--- config.mk ---
export PLATFORM = sky130hd
export DESIGN_NAME = stopwatch_ctrl_flat
export DESIGN_NICKNAME = d
export VERILOG_FILES = /design/src/rtl/stopwatch_ctrl_pkg.sv /design/src/rtl/stopwatch_ctrl_if.sv /design/src/rtl/stopwatch_ctrl_btn_pulse.sv /design/src/rtl/stopwatch_ctrl.sv /design/src/flat_wrapper.sv
export SDC_FILE = /design/constraint.sdc
export NUM_CORES = 1
export LEC_CHECK = 0
export CORE_ASPECT_RATIO = 0.5
export CORE_MARGIN = 2
export CORE_UTILIZATION = 65
export CTS_BUF_LIST = sky130_fd_sc_hd__clkbuf_8
export CTS_CLUSTER_DIAMETER = 60
export DETAILED_ROUTE_END_ITERATION = 7
export GPL_TIMING_DRIVEN = 0
export PLACE_DENSITY = 0.84
export SYNTH_ARGS = -nofsm -noshare
export SYNTH_HDL_FRONTEND = slang
export SYNTH_HIERARCHICAL = 1
export SYNTH_SLANG_ARGS = --single-unit
--- constraint.sdc ---
create_clock -name CLK -period 4.06 [get_ports CLK]
set_clock_uncertainty 0.1 [all_clocks]
set_input_delay 0.609 -clock CLK [delete_from_list [all_inputs] [get_ports CLK]]
set_output_delay 0.609 -clock CLK [all_outputs]
set_load 0.03 [all_outputs]
--- src/rtl/stopwatch_ctrl_pkg.sv ---
// Shared types and helpers for the SS.hh stopwatch: FSM states, BCD time word
// and the BCD increment used by the time counter.
package stopwatch_ctrl_pkg;

   localparam int DIGIT_W    = 4;
   localparam int NUM_DIGITS = 4;
   localparam logic [DIGIT_W-1:0] DIGIT_MAX = 4'd9;

   typedef enum logic [1:0] {
      ST_IDLE     = 2'd0,
      ST_RUN      = 2'd1,
      ST_LAP_HOLD = 2'd2,
      ST_STOP     = 2'd3
   } state_t;

   // Digit 3 = seconds tens ... digit 0 = hundredths.
   typedef logic [NUM_DIGITS-1:0][DIGIT_W-1:0] bcd_time_t;

   function automatic logic bcd_is_max(input bcd_time_t t);
      logic m;
      m = 1'b1;
      for (int i = 0; i < NUM_DIGITS; i++) begin
         m = m & (t[i] == DIGIT_MAX);
      end
      return m;
   endfunction

   function automatic bcd_time_t bcd_inc(input bcd_time_t t);
      bcd_time_t r;
      logic      carry;
      // NOTE: blocking assignments are right here; this is pure combinational evaluation.
      r     = t;
      carry = 1'b1;
      for (int i = 0; i < NUM_DIGITS; i++) begin
         if (carry) begin
            if (t[i] == DIGIT_MAX) begin
               r[i] = '0;
            end else begin
               r[i]  = t[i] + DIGIT_W'(1);
               carry = 1'b0;
            end
         end
      end
      return r;
   endfunction

endpackage

--- src/rtl/stopwatch_ctrl_if.sv ---
// Button inputs and 7-segment display bus of the stopwatch.
// The master side is the controller; the slave side is the display/button board.
interface stopwatch_ctrl_if;
   import stopwatch_ctrl_pkg::*;

   logic      BTN_START;
   logic      BTN_LAP;
   bcd_time_t DATA;
   logic      EN;
   logic      RUNNING;
   logic      OVF;

   modport master (input BTN_START, BTN_LAP, output DATA, EN, RUNNING, OVF);
   modport slave  (output BTN_START, BTN_LAP, input DATA, EN, RUNNING, OVF);
endinterface

--- src/rtl/stopwatch_ctrl_btn_pulse.sv ---
// Raw push-button to one-cycle press pulse: 2-FF synchronizer, stable-level
// debounce (DEB_CNT cycles), rising-edge pulse on the accepted level.
module stopwatch_ctrl_btn_pulse #(
   parameter int DEB_CNT = 1_000_000
) (
   input  logic CLK,
   input  logic XRST,
   input  logic BTN,
   output logic PULSE
);
   localparam int CNT_W = (DEB_CNT > 1) ? $clog2(DEB_CNT) : 1;
   localparam logic [CNT_W-1:0] CNT_LAST = CNT_W'(DEB_CNT - 1);

   logic [1:0]       sync_q;
   logic             level_q;
   logic [CNT_W-1:0] cnt_q;

   always_ff @(posedge CLK or posedge XRST) begin
      if (XRST) begin
         sync_q  <= 2'b00;
         level_q <= 1'b0;
         cnt_q   <= '0;
         PULSE   <= 1'b0;
      end else begin
         // NOTE: non-blocking keeps the two synchronizer stages as two separate flops.
         sync_q <= {sync_q[0], BTN};
         PULSE  <= 1'b0;
         if (sync_q[1] == level_q) begin
            cnt_q <= '0;
         end else if (cnt_q == CNT_LAST) begin
            level_q <= sync_q[1];
            cnt_q   <= '0;
            PULSE   <= sync_q[1];
         end else begin
            cnt_q <= cnt_q + CNT_W'(1);
         end
      end
   end

endmodule

--- src/rtl/stopwatch_ctrl.sv ---
// Stopwatch sequencer: run/stop/lap-hold/clear FSM, 1/100 s divider, SS.hh BCD
// counter, lap register and registered display outputs.
module stopwatch_ctrl import stopwatch_ctrl_pkg::*; #(
   parameter int TICK_DIV = 1_000_000,
   parameter int DEB_CNT  = 1_000_000
) (
   input logic               CLK,
   input logic               XRST,
   stopwatch_ctrl_if.master  sw
);
   localparam int DIV_W = (TICK_DIV > 1) ? $clog2(TICK_DIV) : 1;
   localparam logic [DIV_W-1:0] DIV_LAST = DIV_W'(TICK_DIV - 1);

   logic       start_p, lap_raw_p, lap_p;
   logic       counting, tick, capture, clear;
   state_t     state_q;
   logic       running_q;
   logic [DIV_W-1:0] div_q;
   bcd_time_t  time_q, lap_q, data_q;
   logic       en_q, ovf_q;

   stopwatch_ctrl_btn_pulse #(.DEB_CNT(DEB_CNT)) u_start (
      .CLK(CLK), .XRST(XRST), .BTN(sw.BTN_START), .PULSE(start_p)
   );
   stopwatch_ctrl_btn_pulse #(.DEB_CNT(DEB_CNT)) u_lap (
      .CLK(CLK), .XRST(XRST), .BTN(sw.BTN_LAP), .PULSE(lap_raw_p)
   );

   // START wins a same-cycle collision; the LAP press is simply dropped.
   assign lap_p    = lap_raw_p & ~start_p;
   assign counting = (state_q == ST_RUN) || (state_q == ST_LAP_HOLD);
   assign tick     = counting && (div_q == DIV_LAST);
   assign capture  = (state_q == ST_RUN) && lap_p;
   assign clear    = (state_q == ST_STOP) && lap_p;

   always_ff @(posedge CLK or posedge XRST) begin
      if (XRST) begin
         state_q   <= ST_IDLE;
         running_q <= 1'b0;
      end else begin
         case (state_q)
            ST_IDLE: if (start_p) begin
               state_q   <= ST_RUN;
               running_q <= 1'b1;
            end
            ST_RUN, ST_LAP_HOLD: if (start_p) begin
               state_q   <= ST_STOP;
               running_q <= 1'b0;
            end else if (lap_p) begin
               state_q <= (state_q == ST_RUN) ? ST_LAP_HOLD : ST_RUN;
            end
            ST_STOP: if (start_p) begin
               state_q   <= ST_RUN;
               running_q <= 1'b1;
            end else if (lap_p) begin
               state_q <= ST_IDLE;
            end
            default: begin
               state_q   <= ST_IDLE;
               running_q <= 1'b0;
            end
         endcase
      end
   end

   // Divider is held in STOP so a resume keeps its sub-tick phase.
   always_ff @(posedge CLK or posedge XRST) begin
      if (XRST) begin
         div_q  <= '0;
         time_q <= '0;
         lap_q  <= '0;
         data_q <= '0;
         en_q   <= 1'b0;
         ovf_q  <= 1'b0;
      end else begin
         en_q   <= 1'b1;
         ovf_q  <= tick && bcd_is_max(time_q);
         data_q <= (state_q == ST_LAP_HOLD) ? lap_q : time_q;
         if (clear) begin
            div_q  <= '0;
            time_q <= '0;
            lap_q  <= '0;
         end else begin
            if (capture) lap_q <= time_q;
            if (tick) begin
               div_q  <= '0;
               time_q <= bcd_inc(time_q);
            end else if (counting) begin
               div_q <= div_q + DIV_W'(1);
            end
         end
      end
   end

   assign sw.DATA    = data_q;
   assign sw.EN      = en_q;
   assign sw.RUNNING = running_q;
   assign sw.OVF     = ovf_q;

endmodule
--- src/flat_wrapper.sv ---
// flat-port wrapper written by rule: the top's interface ports become plain ports
module stopwatch_ctrl_flat import stopwatch_ctrl_pkg::*;
#(
   parameter int TICK_DIV = 1_000_000,
   parameter int DEB_CNT  = 1_000_000
)
  (CLK, XRST, sw_BTN_START, sw_BTN_LAP, sw_DATA, sw_EN, sw_RUNNING, sw_OVF);
  stopwatch_ctrl_if sw_i ();
  input logic CLK;
  input logic XRST;
  input wire logic [$bits(sw_i.BTN_START)-1:0] sw_BTN_START;
  input wire logic [$bits(sw_i.BTN_LAP)-1:0] sw_BTN_LAP;
  output wire logic [$bits(sw_i.DATA)-1:0] sw_DATA;
  output wire logic [$bits(sw_i.EN)-1:0] sw_EN;
  output wire logic [$bits(sw_i.RUNNING)-1:0] sw_RUNNING;
  output wire logic [$bits(sw_i.OVF)-1:0] sw_OVF;
  assign sw_i.BTN_START = sw_BTN_START;
  assign sw_i.BTN_LAP = sw_BTN_LAP;
  assign sw_DATA = sw_i.DATA;
  assign sw_EN = sw_i.EN;
  assign sw_RUNNING = sw_i.RUNNING;
  assign sw_OVF = sw_i.OVF;
  stopwatch_ctrl #(.TICK_DIV(TICK_DIV), .DEB_CNT(DEB_CNT)) u_core (.CLK(CLK), .XRST(XRST), .sw(sw_i));
endmodule
==> metrics.cfg, run 1 <==
[worst_setup_path]
worstSetupStartpointType=flop
worstPathArrival_ps=3450
cp_max_fo=10
required_ps=4320
worstSetupEndpointType=flop
path_class=reg2reg

[sta]
rsz0062_at_grt=false
timing.hold.ws_ps=255
period_share=0.785
finalWorstSetupSlack_ps=874
period_needed_ps=3190
max_freq_mhz=314
finalSetupViolCount=0
fin_setup_tns_ps=0
tightest_slew_ps=932
hold_viol_final=0
slew_violations=0
slew-limit-headroom=0.378

[finish]
antennaDiodeCount=0
final.fill_count=569
area_growth_pct=14.0
layout-drive-gt1-share=0.120
multi_input_area_um2=2780
fin_util=0.772
layout.nets=640
seq_area_um2=3030

[cts]
hold_buffers=0
clk-insertion-delay-late_ps=440
root_buffer=clkbuf_8
cts_tree=yes
path_clk_slew_ps=80
cts-buffers-inserted=17
post_cts_resized=0
cts_buffer_depth=2
h-tree-depth=4
cts_setup_buffers=0
cts_sinks=121

[floorplan]
io_pins=23
initial_core_util=0.677
dieArea_um2=10000
die_w_um=140
row_count=24
die_h_um=71.8
fp.coreArea_um2=8830

[grt]
grt_pass1_wl_um=21000
grt_max_degree=74
grt_pass1_vias=4479
grt_usage=0.268
antenna_found_initial=0
overflow=0

[synthesis]
syn_nets=599
synth_cells=580
async_flop_share=1.00
syn-cell-area_um2=5970
ys_seq_elements=121
syn_area_per_cell_um2=10.3
synth_seq_area_share=0.507
synth_ff_type=dfrtp_1
synth_edf_count=0
yosys_warnings=6
yosys.cell_types.count=58

[drt]
drt_iter0_markers=439
antenna_left=0
viasPerCell=6.00
dr.pass1.iters=4
drc=0
m1WireLength_um=5490
vias=4508
postRouteWirelength_um=12200
met2_length_um=5910
wl_per_cell_um=16.2
top_layer_used=met4
dr_wl_met3_um=578

[pwr]
power_density_nw_per_um2=371
peakVddDrop_v=0.000334
switching_power_w=0.000549
power_frac_clock=0.498
p_leak_nw=3.01
seqPwrFrac=0.483
swShare=0.218
p_comb_frac=0.019
internal_power_w=0.00198

[min_path]
hold_path_class=reg2reg

[place]
hpwlAfterDp_um=7890
place.gp.congestion=0.835
io_buffers=22
place_ws_ps=949

[run_status]
status=finished, final reports clean

[run]
drv_cap=0

## cell type report
type | count | share of cell area
sequential | 121 | 0.445
multi-input combinational | 422 | 0.409
clock buffer | 18 | 0.0364
clock inverter | 14 | 0.0323
timing repair buffer | 22 | 0.0323
tap | 117 | 0.0215
buffer | 18 | 0.0134
inverter | 19 | 0.0108
## final timing paths
kind,from,end,slack (ps),cells past startpoint
setup / recovery,u_core/state_q[0]$_DFFE_PP0P_,u_core/time_q[2]$_DFFE_PP0P_,870,8
hold / removal,u_core/u_lap/sync_q[0]$_DFF_PP0_,u_core/u_lap/sync_q[1]$_DFF_PP0_,260,0
setup reg to reg,u_core/state_q[0]$_DFFE_PP0P_,u_core/time_q[2]$_DFFE_PP0P_,870,8
hold reg to reg,u_core/u_lap/sync_q[0]$_DFF_PP0_,u_core/u_lap/sync_q[1]$_DFF_PP0_,260,0
max in group asynchronous,XRST,u_core/u_start/cnt_q[2]$_DFF_PP0_,2550,2
min in group asynchronous,XRST,u_core/div_q[10]$_DFFE_PP0P_,680,2
## flip-flops by register name, indices dropped and copies added (netlist names)
register / flops
u_core/sw.OVF: 1
u_core/u_start/cnt_q: 20
u_core/u_start/sync_q: 2
u_core/u_start/PULSE: 1
u_core/sw.RUNNING: 1
u_core/time_q: 16
u_core/u_lap/PULSE: 1
u_core/u_lap/sync_q: 2
u_core/sw.EN: 1
u_core/state_q: 2
u_core/u_start/level_q: 1
u_core/u_lap/level_q: 1
u_core/lap_q: 16
u_core/div_q: 20
u_core/u_lap/cnt_q: 20
u_core/sw.DATA: 16
## cells by family (layout without fill, tap and decap cells)
| kind of cell | Yosys count | after routing | share of synthesized area |
|---|---|---|---|
| flops | 121 | 121 | 0.507 |
| other cells | 1 | 1 | 0.000628 |
| simple gates | 258 | 258 | 0.244 |
| buf+inv | 37 | 91 | 0.0272 |
| mux | 22 | 22 | 0.0413 |
| fa+ha+maj | 15 | 15 | 0.0314 |
| compound gates | 83 | 83 | 0.0859 |
| xor+xnor | 43 | 43 | 0.0630 |
## stage by stage
step | cells | area, µm² | total power, W
global route | 751 | 6810 | 0.00261
CTS | 751 | 6810 | 0.00255
finish | 751 | 6810 | 0.00252
detailed placement | 719 | 6340 | 0.00129
global placement | 719 | 6340 | 0.00129
floorplan | 580 | 5970 | 0.00127
## routing by layer
metal	global-route usage	up-vias
met5	0	-
met4	0.110	0
met3	0.0608	16
met2	0.446	117
met1	0.350	2244
li1	-	2131
## power groups by stage
stage | registers [W] | logic, W | clock network [W]
3_5_place_dp | 0.00124 | 0.0000496 | 0
5_1_grt | 0.00122 | 0.0000557 | 0.00134
3_3_place_gp | 0.00124 | 0.0000486 | 0
4_1_cts | 0.00122 | 0.0000500 | 0.00128
2_1_floorplan | 0.00124 | 0.0000336 | 0
6_report | 0.00122 | 0.0000483 | 0.00126
## synthesized netlist by cell type, types with 11 or more instances
master    number  share of area
a21oi_1       41          0.034
and3_1        12          0.013
clkbuf_1      11         0.0069
dfrtp_1      121           0.51
ha_1          15          0.031
inv_1         18          0.011
mux2_2        13          0.025
nand2_1       56          0.035
nand3_1       25          0.021
nand4_1       14          0.015
nor2_1        62          0.039
o21ai_0       21          0.018
or3_1         11          0.012
xnor2_1       19          0.028
xor2_1        24          0.035
## worst max-delay path, stage by stage, from the launching register on
cell and delay (ps):
dfrtp_1 410, inv_1 80, ha_1 280, clkbuf_1 370, nand3_1 210, nor4_2 650, nand2_1 360, or4_1 490
a21oi_1 160
## cells in the final DEF, fill, tap and decap left out, types with 4 or more instances in the layout
cell             instances
a21oi_1                 41
and2_1                   4
and3_1                  12
and4_1                   5
bufinv_16                5
clkbuf_1                11
clkbuf_8                18
clkdlybuf4s50_1         22
clkinvlp_4               4
dfrtp_1                121
ha_1                    15
inv_1                   17
mux2_2                  13
mux2i_1                  7
nand2_1                 56
nand3_1                 25
nand3_2                  4
nand4_1                 14
nand4_2                  4
nor2_1                  62
nor2b_1                  9
nor3_1                   6
nor4_2                   5
o21ai_0                 21
o31ai_1                  7
or3_1                   11
or4_1                    8
xnor2_1                 19
xor2_1                  24
Power figures use the tool's default switching activity.
==> inputs of run 2 (changes only) <==
--- a/config.mk
+++ b/config.mk
@@ -7,12 +7,12 @@
 export LEC_CHECK = 0
 export CORE_ASPECT_RATIO = 0.5
 export CORE_MARGIN = 2
-export CORE_UTILIZATION = 65
+export CORE_UTILIZATION = 63
 export CTS_BUF_LIST = sky130_fd_sc_hd__clkbuf_8
 export CTS_CLUSTER_DIAMETER = 60
 export DETAILED_ROUTE_END_ITERATION = 7
 export GPL_TIMING_DRIVEN = 0
-export PLACE_DENSITY = 0.84
+export PLACE_DENSITY = 0.82
 export SYNTH_ARGS = -nofsm -noshare
 export SYNTH_HDL_FRONTEND = slang
 export SYNTH_HIERARCHICAL = 1
==> constraint.sdc (replaced) <==
create_clock -name CLK -period 3.1 [get_ports CLK]
set_clock_uncertainty 0.1 [all_clocks]
set_input_delay 0.465 -clock CLK [delete_from_list [all_inputs] [get_ports CLK]]
set_output_delay 0.465 -clock CLK [all_outputs]
set_load 0.03 [all_outputs]
==> metrics.cfg, run 2 (same netlist as run 1, synthesis figures left out) <==
[grt]
grt_pass1_wl_um=20100
antenna_found_initial=0
grt_max_degree=74
grt_usage=0.251
grt_pass1_vias=4309
overflow=0

[finish]
fin_util=0.729
final_cell_area_um2=6800
layout.nets=639
layout_common_cells=121 x dfrtp_1, 62 x nor2_1, 56 x nand2_1
reg.largest.list=u_core/div_q x20, u_core/u_lap/cnt_q x20, u_core/u_start/cnt_q x20
final_common_cell=dfrtp_1
antennaDiodeCount=0
layout-drive-gt1-share=0.118
area_growth_pct=13.8

[worst_setup_path]
timing.critical_path.buf_inv=1
critPathMaxStageDelay_ps=610
worstSetupEndpointType=flop
cp_max_fo=10
crit_slowest_cell=or4_4
reg2reg_from=u_core/state_q[0]$_DFFE_PP0P_
worstSetupStartpointType=flop
required_ps=3340
crit_family=simple AND/OR/NAND/NOR gates
worstPathArrival_ps=3180
worstSetupStartpoint=u_core/state_q[0]$_DFFE_PP0P_
path_cells=inv_1 -> ha_2 -> nand3_1 -> or4_4 -> or2_1 -> or4b_1 -> a21oi_1
path_class=reg2reg

[cts]
clk-insertion-delay-late_ps=440
h-tree-depth=4
cts_sinks=121
cts-buffers-inserted=17
root_buffer=clkbuf_8
cts_buffer_depth=2
hold_buffers=0
path_clk_slew_ps=70
cts_tree=yes

[sta]
slew-limit-headroom=0.380
period_needed_ps=2940
max_freq_mhz=341
hold_viol_final=0
finalSetupViolCount=0
rsz0062_at_grt=false
period_share=0.947
slew_violations=0
tightest_slew_ps=929

[run]
drv_cap=0

[min_path]
hold_start=u_core/u_lap/sync_q[0]$_DFF_PP0_
hold_path_class=reg2reg

[pwr]
peakVddDrop_v=0.000344
p_leak_nw=3.03
power_density_nw_per_um2=477

[drt]
drc=0
vias=4524
drt_iter0_markers=377
postRouteWirelength_um=12300
dr.pass1.iters=5
wl_per_cell_um=16.3
viasPerCell=6.00
antenna_left=0

[place]
io_buffers=22
hpwlAfterDp_um=7940
place_area_um2=6350
place.gp.congestion=0.834

[floorplan]
dieArea_um2=10300
io_pins=23
fp.coreArea_um2=9320
die_h_um=72.9
die_w_um=142
row_count=25
initial_core_util=0.641

[run_status]
status=finished, final reports clean

-- run 2: cell types whose count changed in the layout (fill, tap and decap cells not counted) --
cell | previous run | this run
inv_1 | 17 | 19
clkbuf_1 | 11 | 10
ha_1 | 15 | 14
ha_2 | 0 | 1
clkinv_4 | 2 | 1
clkinv_2 | 1 | 4
nor4_2 | 5 | 4
inv_6 | 2 | 0
clkinvlp_4 | 4 | 3
clkbuf_8 | 18 | 17
nor4_4 | 0 | 1
-- run 2: layout make-up --
cell class	count	area [µm²]
clock inverters	15	209
well taps	121	151
fillers	634	2520
multi-input cells	422	2800
repair buffers	22	220
plain buffers	17	87.6
flip-flops and latches	121	3030
clock buffers	17	234
inverters	19	73.8
-- run 2: final timing paths --
kind	end	slack [ps]	cells past startpoint
worst max-delay path	u_core/time_q[14]$_DFFE_PP0P_	160	7
worst min-delay path	u_core/u_lap/sync_q[1]$_DFF_PP0_	250	0
worst max register to register	u_core/time_q[14]$_DFFE_PP0P_	160	7
worst min register to register	u_core/u_lap/sync_q[1]$_DFF_PP0_	250	0
max in group asynchronous	u_core/time_q[14]$_DFFE_PP0P_	1720	2
min in group asynchronous	u_core/div_q[10]$_DFFE_PP0P_	550	2
-- run 2: power breakdown --
group          internal, W  leakage (nW)  total [W]  switching, W
clock             0.000945         0.224    0.00158      0.000635
combinational    0.0000160          1.13  0.0000640     0.0000480
sequential         0.00159          1.67    0.00160    0.00000874
-- run 2: layer usage --
| layer | GRT usage | vias up | wire length [µm] |
|---|---|---|---|
| met5 | 0 | - | 0 |
| met4 | 0.0944 | 0 | 142 |
| met3 | 0.0630 | 15 | 450 |
| met2 | 0.419 | 104 | 5940 |
| met1 | 0.324 | 2280 | 5760 |
| li1 | - | 2125 | - |
-- run 2: what timing repair did --
| action | 4_1_cts | 5_1_grt |
|---|---|---|
| endpoints found under the setup margin | 3 | 3 |
| gates resized for setup | 0 | 2 |
| setup buffers | 0 | 0 |
-- run 2: through the flow --
step / TNS (ps) / worst slack [ps] / hold WS [ps] / std cells / power, W
after floorplan: 0 / 322 / 231 / 580 / 0.00167
after global placement: -43080 / -594 / 232 / 723 / 0.00169
after detailed placement: 0 / 17.5 / 236 / 723 / 0.00169
after CTS: 0 / 125 / 251 / 754 / 0.00327
after global routing: 0 / 44.9 / 254 / 754 / 0.00334
final: 0 / 165 / 251 / 754 / 0.00324
